===== src/rtl/syscall_display_ctrl.sv =====
// Syscall display front-end: buffers captured display words in a FIFO and
// streams each one as ASCII hex digits (MSB first) plus a separator over valid/ready.
module syscall_display_ctrl #(
    parameter int         DATA_W   = 16,
    parameter int         DEPTH    = 8,
    parameter logic [7:0] SEP_CHAR = 8'h0A,
    parameter bit         UPPER    = 1'b1
) (
    input  logic                     clk,
    input  logic                     reset,
    input  logic [DATA_W-1:0]        data,
    input  logic                     call,
    output logic [7:0]               char_out,
    output logic                     char_valid,
    input  logic                     char_ready,
    output logic [$clog2(DEPTH):0]   fifo_count,
    output logic                     busy,
    output logic                     overflow
);
    localparam int NIB   = DATA_W / 4;
    localparam int IDX_W = (NIB > 1) ? $clog2(NIB) : 1;
    localparam int PTR_W = $clog2(DEPTH);
    localparam int CNT_W = PTR_W + 1;

    typedef enum logic [1:0] {IDLE, EMIT, SEP} state_t;

    state_t             state_reg, state_next;
    logic [IDX_W-1:0]   nib_idx_reg, nib_idx_next;
    logic [PTR_W-1:0]   wr_ptr_reg, wr_ptr_next;
    logic [PTR_W-1:0]   rd_ptr_reg, rd_ptr_next;
    logic [CNT_W-1:0]   count_reg, count_next;
    logic               overflow_reg, overflow_next;
    logic               call_q_reg;
    logic               busy_reg;
    logic [DATA_W-1:0]  word_reg;
    logic [DATA_W-1:0]  mem [DEPTH];
    logic [3:0]         nibbles [NIB];

    logic push_req, push_ok, pop;

    function automatic logic [7:0] to_ascii(input logic [3:0] n);
        if (n < 4'd10)
            return 8'h30 + {4'h0, n};
        else
            return (UPPER ? 8'h41 : 8'h61) + {4'h0, n} - 8'd10;
    endfunction

    generate
        for (genvar gi = 0; gi < NIB; gi++) begin : g_nib
            assign nibbles[gi] = word_reg[4*gi +: 4];
        end
    endgenerate

    assign push_req = call & ~call_q_reg;
    assign pop      = (state_reg == IDLE) && (count_reg != '0);
    // A full FIFO still takes a word if the head leaves on the same edge.
    assign push_ok  = push_req && ((count_reg < CNT_W'(DEPTH)) || pop);

    always_comb begin
        wr_ptr_next   = wr_ptr_reg;
        rd_ptr_next   = rd_ptr_reg;
        count_next    = count_reg;
        overflow_next = overflow_reg;
        if (push_ok)
            wr_ptr_next = wr_ptr_reg + 1'b1;
        if (pop)
            rd_ptr_next = rd_ptr_reg + 1'b1;
        if (push_req && !push_ok)
            overflow_next = 1'b1;
        case ({push_ok, pop})
            2'b10:   count_next = count_reg + 1'b1;
            2'b01:   count_next = count_reg - 1'b1;
            default: count_next = count_reg;
        endcase
    end

    always_comb begin
        state_next   = state_reg;
        nib_idx_next = nib_idx_reg;
        char_valid   = 1'b0;
        char_out     = 8'h00;
        case (state_reg)
            IDLE: begin
                if (pop) begin
                    nib_idx_next = IDX_W'(NIB - 1);
                    state_next   = EMIT;
                end
            end
            EMIT: begin
                char_valid = 1'b1;
                char_out   = to_ascii(nibbles[nib_idx_reg]);
                if (char_ready) begin
                    if (nib_idx_reg == '0)
                        state_next = SEP;
                    else
                        nib_idx_next = nib_idx_reg - 1'b1;
                end
            end
            SEP: begin
                char_valid = 1'b1;
                char_out   = SEP_CHAR;
                if (char_ready)
                    state_next = IDLE;
            end
            default: state_next = IDLE;
        endcase
    end

    always_ff @(posedge clk or negedge reset) begin
        if (!reset) begin
            state_reg    <= IDLE;
            nib_idx_reg  <= '0;
            wr_ptr_reg   <= '0;
            rd_ptr_reg   <= '0;
            count_reg    <= '0;
            overflow_reg <= 1'b0;
            call_q_reg   <= 1'b0;
            busy_reg     <= 1'b0;
        end else begin
            state_reg    <= state_next;
            nib_idx_reg  <= nib_idx_next;
            wr_ptr_reg   <= wr_ptr_next;
            rd_ptr_reg   <= rd_ptr_next;
            count_reg    <= count_next;
            overflow_reg <= overflow_next;
            call_q_reg   <= call;
            busy_reg     <= (state_next != IDLE) || (count_next != '0);
        end
    end

    // Storage has no reset so it maps onto block RAM; the pop is its registered read.
    always_ff @(posedge clk) begin
        if (push_ok)
            mem[wr_ptr_reg] <= data;
        if (pop)
            word_reg <= mem[rd_ptr_reg];
    end

    assign fifo_count = count_reg;
    assign busy       = busy_reg;
    assign overflow   = overflow_reg;

endmodule

===== config.mk =====
export PLATFORM = sky130hd
export DESIGN_NAME = syscall_display_ctrl
export DESIGN_NICKNAME = d
export VERILOG_FILES = /design/src/rtl/syscall_display_ctrl.sv
export SDC_FILE = /design/constraint.sdc
export NUM_CORES = 1
export LEC_CHECK = 0
export CAP_MARGIN = 10
export CORE_ASPECT_RATIO = 1.2
export CORE_MARGIN = 4
export CORE_UTILIZATION = 31
export CTS_BUF_LIST = sky130_fd_sc_hd__clkbuf_8
export CTS_CLUSTER_DIAMETER = 60
export DETAILED_ROUTE_END_ITERATION = 7
export GPL_TIMING_DRIVEN = 0
export HOLD_SLACK_MARGIN = 0.05
export PLACE_DENSITY_LB_ADDON = 0.1
export SLEW_MARGIN = 15
export SYNTH_ARGS = -nofsm -noshare
export SYNTH_HDL_FRONTEND = slang
export SYNTH_SLANG_ARGS = --single-unit
export TNS_END_PERCENT = 30

===== constraint.sdc =====
create_clock -name clk -period 3.79 [get_ports clk]
set_input_delay 0.5685 -clock clk [delete_from_list [all_inputs] [get_ports clk]]
set_output_delay 0.5685 -clock clk [all_outputs]
set_load 0.005 [all_outputs]

# Yosys cells after proc, flatten, opt, wreduce, memory -nomap -nowiden
# Memories as Yosys holds them, arrays and structs flattened. A register that Yosys moved wholly into a read port is not among the register bits.
# Cells that the tools add are included.
# totals
wordCells	62
ff_bits	17
mem_bits_rw	128
memories	1
in_bits	20
out_inout_bits	15
# mem_list
name	depth	width	rd	rd_ports_with_merged_regs	write_ports	line	source
mem	8	16	1	1	1	36	logic [DATA_W-1:0] mem [DEPTH];
# op_classes
eq_ne	7
n_reduce_logical	14
n_lt_le_gt_ge	3
mux	18
add_sub_neg	8
bitwise	3
# op_table
operator	n
$pmux 8 s2	1
$mux 2	7
$add 7x4->8 const A	1
$bmux 4 s2	1
$lt 4x4->1 const B	2
$mux 4	2
$mux 8	1
$pmux 4 s2	1
$reduce_bool 4->1	2
$sub 8x4->8 const B	1
$add 6x4->7 const A	1
$add 3x1->3 const B	2
$ne 2x2->1 const B	3
$pmux 2 s3	1
$add 4x1->4 const B	1
$eq 2x1->1 const B	2
$eq 2x2->1 const B	2
$logic_not 2->1	2
$pmux 2 s2	1
$reduce_and 4->1	1
$reduce_bool 2->1	2
$sub 4x1->4 const B	1
$ge 3x3->1 const B	1
$logic_and 1x1->1	3
other kinds (8)	11

# Depth between registers and ports, before layout
# Gate-level depths: netlist of the first run.
# depth
word_depth	8
mapped_depth	13

# Least setup slack after synthesis of the first run
# Ideal clock, no wire load.
# synth_path
kind	register to register
start	register state_reg[1]
end	register busy_reg (netlist: busy)
setup_time_ns	0.139
path_stages_with_launch	13
required_time_ns	3.651
t_arrival_ns	3.022
setup_slack_ns	0.629
period_less_slack_ns	3.161
path_cell_list	dfrtp_1 inv_1 ha_1 or2b_2 inv_1 ha_1 xor2_1 ha_1 a21oi_1 xor2_1 nor2_1 xor2_1 or4_1
# synth_via
elab_chain_len	8
# synth_lines
item	line	source
start: declaration	27	state_t state_reg, state_next;
start signal: assignment	120	state_reg <= state_next;
$logic_not 2->1 *	55	assign pop = (state_reg == IDLE) && (count_reg != '0);
$logic_and 1x1->1 *	55	
net pop	39	logic push_req, push_ok, pop;
$logic_or 1x1->1	57	assign push_ok = push_req && ((count_reg < CNT_W'(DEPTH)) || pop);
$logic_and 1x1->1	57	
$eq 2x1->1 or $eq 2x2->1 (tied branches)	70	case ({push_ok, pop})
$pmux 4 s2 *	70	
net count_next[2]	31	logic [CNT_W-1:0] count_reg, count_next;
$reduce_bool 4->1 *	127	busy_reg <= (state_next != IDLE) || (count_next != '0);
$logic_or 1x1->1 *	127	
end signal: assignment	127	
end: declaration	34	logic busy_reg;
# The timed path passes the listed nets; every way through them passes the cells marked *.
# A chain may end at the register's enable or synchronous reset.

# Worst setup path in the final report of the first run
# layout_path
start	register nib_idx_reg[0]
end	output char_out[2]
# layout_via
elab_chain_len	8
# layout_lines
item	line	source
start: declaration	28	logic [IDX_W-1:0] nib_idx_reg, nib_idx_next;
start signal: assignment	121	nib_idx_reg <= nib_idx_next;
$not 2->3 (not written as such) *	91	char_out = to_ascii(nibbles[nib_idx_reg]);
$bmux 4 s2 *	91	
$mux 4 (not written as such) * (2 in series)	91	
$add 7x4->8	45	return (UPPER ? 8'h41 : 8'h61) + {4'h0, n} - 8'd10;
$sub 8x4->8	45	
$mux 8 *	42	if (n < 4'd10)
$pmux 8 s2 *	82	case (state_reg)
end: declaration	13	output logic [7:0] char_out,
# Every way passes the cells marked *; elsewhere a longest branch is shown, timed or not. The select of a mux whose other input is x is not followed.

==> impl_metrics.py, run 1 <==
metrics = {
    "clock_network": {
        "root_buffer": "clkbuf_8",
        "clk_pin_slew_ps": 80,
        "cts-hold-fix-buffers": 0,
        "clk_latency_ps": 450,
        "clockBufferDepth": 2,
        "cts_buffers": 17,
        "cts_tree": "done",
        "cts_max_level": 4,
        "numClockSinks": 161,
    },
    "finish": {
        "final_common_cell": "edfxtp_1",
        "largest_reg_flops": 128,
        "final_util_pct": 37.7,
        "fin_nets": 427,
        "mostFrequentLayoutCells": "144 x edfxtp_1, 36 x mux4_2, 33 x clkdlybuf4s50_1, 18 x mux2_2",
        "fill_cells": 1868,
        "area_growth_pct": 18.2,
        "diodes": 0,
        "fin_cells": 674,
        "drive_gt1_share_pct": 28.4,
    },
    "synthesis": {
        "syn_avg_cell_area_um2": 19.5,
        "synth-seq-cells": 161,
        "ys.flop_type": "edfxtp_1",
        "ys_types": 42,
        "async_flop_share_pct": 10.6,
        "yosys_warnings": 0,
        "syn_area_um2": 6530,
        "syn_nets": 365,
        "synth_edf_count": 144,
        "synth-seq-area-share_pct": 72.7,
        "syn_inst": 334,
    },
    "global_routing": {
        "grt_pass1_wl_mm": 20.2,
        "grt-ovfl-total": 0,
        "grt_use_total_pct": 11.8,
        "grt_pass1_vias": 3326,
        "grt_start_max_net_pins": 21,
        "antenna_found_initial": 0,
    },
    "timing": {
        "period_needed_ps": 3340,
        "fin_crit_sh_pct": 88.1,
        "slew_violations": 0,
        "worst_slew_pin_slew_ps": 826,
        "rsz0062_at_grt": "no",
        "slew_headroom_pct": 44.9,
        "clock_skew_ps": 11.1,
        "fmax_mhz": 299,
        "setup_viol": 0,
        "worst_slack_ps": 451,
        "finalHoldViolCount": 0,
    },
    "detailed_routing": {
        "vias": 3191,
        "dr.pass1.iters": 4,
        "vias_per_cell": 4.73,
        "post-route-drc-count": 0,
        "wirelength_mm": 13.2,
        "avgRoutedWirePerCell_um": 19.6,
        "detail-route-antenna-nets": 0,
        "first_iter_violations": 203,
    },
    "critical_path": {
        "worstPathRequired_ps": 3220,
        "start_kind": "flip-flop",
        "r2r_start": "fifo_count[1]$_DFF_PN0_",
        "cp_max_fo": 8,
        "end_kind": "output pin",
        "critPathArrivalTime_ps": 2770,
        "cp-startpoint": "nib_idx_reg[0]$_DFFE_PN0P_",
        "crit_type": "reg -> out",
    },
    "hold_path": {
        "min_path_type": "reg -> reg",
        "worstHoldStart": "overflow$_DFFE_PN0P_",
    },
    "die": {
        "die_y_um": 167,
        "core_region_area_um2": 20500,
        "row_count": 57,
        "dieArea_um2": 23500,
        "ios": 35,
        "die_w_um": 140,
        "start_util_pct": 31.9,
    },
    "outcome": {
        "run_status": "complete, no violations",
    },
    "power": {
        "p_per_area_nw_per_um2": 740,
        "p_leak_nw": 2.52,
        "ir_drop_mv": 0.332,
    },
    "place": {
        "io_buffers": 33,
        "gp_routability_congestion": 0.666,
        "preCtsSetupSlack_ps": 51.7,
        "dp_hpwl_mm": 9.08,
        "place_inst": 641,
    },
    "run": {
        "max-cap-violations": 0,
    },
}
layout make-up:
class	instances	area, um^2	share of cell area (%)
repair buffers	42	439	5.69
repair inverters	1	5.00	0.0648
multi-input cells	150	1700	22.0
clock inverters	15	146	1.90
plain buffers	13	72.6	0.940
clock buffers	17	234	3.03
flip-flops and latches	161	4750	61.5
well taps	265	332	4.30
inverters	10	41.3	0.535
critical path, cell delays in order (launching register included):
cell and delay [ps]:
dfrtp_1 340, buf_6 140, mux4_2 560, inv_1 110
ha_1 170, nand2_1 60, or3_1 320, a21oi_2 120
clkdlybuf4s50_1 510
metal layers:
layer / wire length [um] / vias up / global-route usage [%] / part of all wire [%]
li1: - / 1453 / - / -
met1: 5830 / 1669 / 14.9 / 44
met2: 6810 / 56 / 19.5 / 51
met3: 429 / 13 / 3.41 / 3.2
met4: 167 / 0 / 3.67 / 1.3
met5: 0 / - / 0 / 0
kinds of logic (layout without fill, tap and decap cells):
group,Yosys count,in the layout,synth area share (%)
compound gates,23,23,2.36
xor+xnor,10,10,1.34
fa+ha+maj,11,11,2.11
buf+inv,23,98,1.69
flops,161,161,72.7
mux,54,54,15.5
other cells,1,1,0.0574
simple gates,51,51,4.18
report_power, final:
part           total [mW]  switching [mW]  internal (mW)
sequential           2.43           0.150           2.28
clock                1.21           0.633          0.579
combinational        2.07            1.02           1.05
total                5.71            1.81           3.90
through the flow:
stage                     cell area [um^2]  hold WS [ps]  total power [mW]  TNS, ps
final                                 7720           484              5.71        0
after floorplan                       6530           273              3.83        0
after CTS                             7710           495              5.81        0
after detailed placement              7330           475              4.59        0
after global placement                7190           450              4.52   -27580
after global routing                  7720           510              6.08        0
synthesized netlist by cell type, types with 2 or more instances:
| library cell | instances | share of area (%) |
|---|---|---|
| buf_6 | 2 | 0.34 |
| buf_2 | 4 | 0.31 |
| inv_1 | 10 | 0.57 |
| edfxtp_1 | 144 | 66 |
| clkbuf_1 | 5 | 0.29 |
| nor2b_1 | 9 | 0.86 |
| or3_1 | 2 | 0.19 |
| mux2_2 | 18 | 3.1 |
| nand3_1 | 3 | 0.23 |
| nand2_1 | 11 | 0.63 |
| a21oi_1 | 8 | 0.61 |
| xnor2_1 | 5 | 0.67 |
| xor2_1 | 5 | 0.67 |
| nor2_1 | 13 | 0.75 |
| nand2b_1 | 3 | 0.29 |
| ha_1 | 11 | 2.1 |
| a31oi_1 | 2 | 0.19 |
| nor3b_1 | 2 | 0.23 |
| nor3_1 | 2 | 0.15 |
| dfrtp_1 | 17 | 6.5 |
| mux4_2 | 36 | 12 |
| o21ai_0 | 2 | 0.15 |
what timing repair did:
item | 4_1_cts | 5_1_grt
buffers inserted | 0 | 0
setup endpoints to repair | 0 | 1
resized for setup | 0 | 1
final timing paths:
path                       slack [ps]                        end  depth (start not counted)
max reg2reg                       450             busy$_DFF_PN0_                         11
max in group asynchronous        2710  rd_ptr_reg[1]$_DFFE_PN0P_                          1
min reg2reg                       480       overflow$_DFFE_PN0P_                          1
min                               480       overflow$_DFFE_PN0P_                          1
max                               450                char_out[2]                          8
min in group asynchronous         580       overflow$_DFFE_PN0P_                          1
No activity file was read; power rests on OpenSTA's default activity.
==> inputs of run 2 (changes only) <==
--- a/config.mk
+++ b/config.mk
@@ -12,6 +12,7 @@
 export CTS_BUF_LIST = sky130_fd_sc_hd__clkbuf_8
 export CTS_CLUSTER_DIAMETER = 60
 export DETAILED_ROUTE_END_ITERATION = 7
+export DONT_BUFFER_PORTS = 1
 export GPL_TIMING_DRIVEN = 0
 export HOLD_SLACK_MARGIN = 0.05
 export PLACE_DENSITY_LB_ADDON = 0.1
==> impl_metrics.py, run 2 (synthesis gave the netlist of run 1 again) <==
metrics = {
    "outcome": {
        "run_status": "complete, no violations",
    },
    "power": {
        "ir_drop_mv": 0.282,
        "p_leak_nw": 2.42,
        "p_per_area_nw_per_um2": 760,
        "p_total_mw": 5.65,
    },
    "clock_network": {
        "clk_pin_slew_ps": 90,
        "cts_max_level": 4,
        "cts_tree": "done",
        "post-cts-setup-buffers": 0,
        "root_buffer": "clkbuf_8",
        "numClockSinks": 161,
        "clk_latency_ps": 440,
        "clockBufferDepth": 2,
        "cts_buffers": 17,
    },
    "finish": {
        "mostFrequentLayoutCells": "144 x edfxtp_1, 36 x mux4_2, 18 x mux2_2, 17 x dfrtp_1, 17 x clkbuf_8",
        "drive_gt1_share_pct": 30.9,
        "largest_reg_flops": 128,
        "area_growth_pct": 13.9,
        "final_area_um2": 7440,
        "final_util_pct": 36.3,
        "final_common_cell": "edfxtp_1",
        "diodes": 0,
        "fin_nets": 394,
        "fin_cells": 641,
    },
    "place": {
        "gp_routability_congestion": 0.678,
        "place_inst": 607,
        "preCtsSetupSlack_ps": 38.1,
        "placed_area_um2": 6990,
        "io_buffers": 0,
        "dp_hpwl_mm": 9.10,
    },
    "timing": {
        "slew_violations": 0,
        "rsz0062_at_grt": "no",
        "slew_headroom_pct": 40.8,
        "whs_ps": 151,
        "worst_slack_ps": 415,
        "clock_skew_ps": 9.28,
        "fin_crit_sh_pct": 89.1,
        "setup_viol": 0,
        "finalHoldViolCount": 0,
        "worst_slew_pin_slew_ps": 888,
        "setup-tns-final_ps": 0,
        "period_needed_ps": 3380,
        "fmax_mhz": 296,
    },
    "detailed_routing": {
        "post-route-drc-count": 0,
        "vias": 3067,
        "wl_met1_mm": 5.74,
        "top_layer_used": "met4",
        "wirelength_mm": 13.4,
        "wl_met2_mm": 6.92,
        "avgRoutedWirePerCell_um": 20.9,
        "vias_per_cell": 4.78,
        "detail-route-antenna-nets": 0,
        "dr_wl_met3_um": 561,
        "first_iter_violations": 179,
        "dr.pass1.iters": 4,
    },
    "die": {
        "die_w_um": 140,
        "row_count": 57,
        "start_util_pct": 31.9,
        "dieArea_um2": 23500,
        "ios": 35,
        "core_region_area_um2": 20500,
        "die_y_um": 167,
    },
    "critical_path": {
        "worstPathRequired_ps": 4110,
        "crit_chain": "nor4_2 > or2b_2 > clkinvlp_4 > ha_1 > xor2_1 > ha_1 > a21oi_1 > xor2_1 > nor2_1 > xor2_1 > or4_1",
        "crit_path_top_delay_cell": "or4_1",
        "cp_max_fo": 10,
        "critPathArrivalTime_ps": 3700,
        "rr_worst_depth": 11,
        "crit_path_frequent_cell": "xor2_1",
        "crit_type": "reg -> reg",
        "start_kind": "flip-flop",
        "slowest_delay_ps": 520,
        "end_kind": "flip-flop",
    },
    "global_routing": {
        "grt_use_total_pct": 12.0,
        "grt_pass1_wl_mm": 20.4,
        "antenna_found_initial": 0,
        "grt-ovfl-total": 0,
        "grt_start_max_net_pins": 21,
        "grt_pass1_vias": 3230,
    },
    "hold_path": {
        "min_path_type": "in -> reg",
        "hold_depth": 0,
    },
    "run": {
        "max-cap-violations": 0,
    },
}
[run 2: changes by cell type in the layout (fill, tap and decap cells not counted), sizes merged]
cell           change
clkinvlp           -2
dlygate4sd3        +1
buf                -1
bufinv             +2
clkdlybuf4s50     -33
[run 2: worst paths after layout]
| check | from | endpoint | slack (ps) |
|---|---|---|---|
| worst max-delay path | fifo_count[1]$_DFF_PN0_ | busy$_DFF_PN0_ | 410 |
| worst min-delay path | call | call_q_reg$_DFF_PN0_ | 150 |
| worst max register to register | fifo_count[1]$_DFF_PN0_ | busy$_DFF_PN0_ | 410 |
| worst min register to register | overflow$_DFFE_PN0P_ | overflow$_DFFE_PN0P_ | 510 |
| max in group asynchronous | reset | rd_ptr_reg[2]$_DFFE_PN0P_ | 2600 |
| min in group asynchronous | reset | fifo_count[0]$_DFF_PN0_ | 670 |
[run 2: layout make-up]
| class | count | area (um^2) |
|---|---|---|
| Tap cell | 265 | 332 |
| Clock buffer | 17 | 234 |
| Timing Repair Buffer | 9 | 108 |
| Fill cell | 1890 | 13000 |
| Multi-Input combinational cell | 150 | 1700 |
| Buffer | 13 | 72.6 |
| Clock inverter | 15 | 193 |
| Sequential cell | 161 | 4750 |
| Inverter | 10 | 41.3 |
| Timing Repair inverter | 1 | 5.00 |
[run 2: worst max-delay path, delay by kind of cell (launching register included)]
family / cells / cell delay [ps]
DFF: 1 / 490
buffers and inverters: 1 / 300
and+or+nand+nor: 4 / 1300
AOI/OAI and AO/OA: 1 / 140
xor gates and xnor gates: 3 / 500
adders and majority gates: 2 / 530
[run 2: timing repair]
item,4_1_cts,5_1_grt
gates resized for setup,0,1
hold buffers,1,0
setup endpoints to repair,0,1
hold endpoints to repair,17,0
[run 2: routing by layer]
layer,vias up,track usage [%]
li1,1382,-
met1,1609,15.0
met2,61,20.0
met3,15,3.47
met4,0,3.79
met5,-,0
[run 2: report_power, final]
group          total (mW)  leakage (nW)  switching [mW]  internal (mW)
clock network        1.34         0.220           0.628          0.714
registers            2.44          1.50           0.159           2.28
logic                1.88         0.698            1.00          0.877
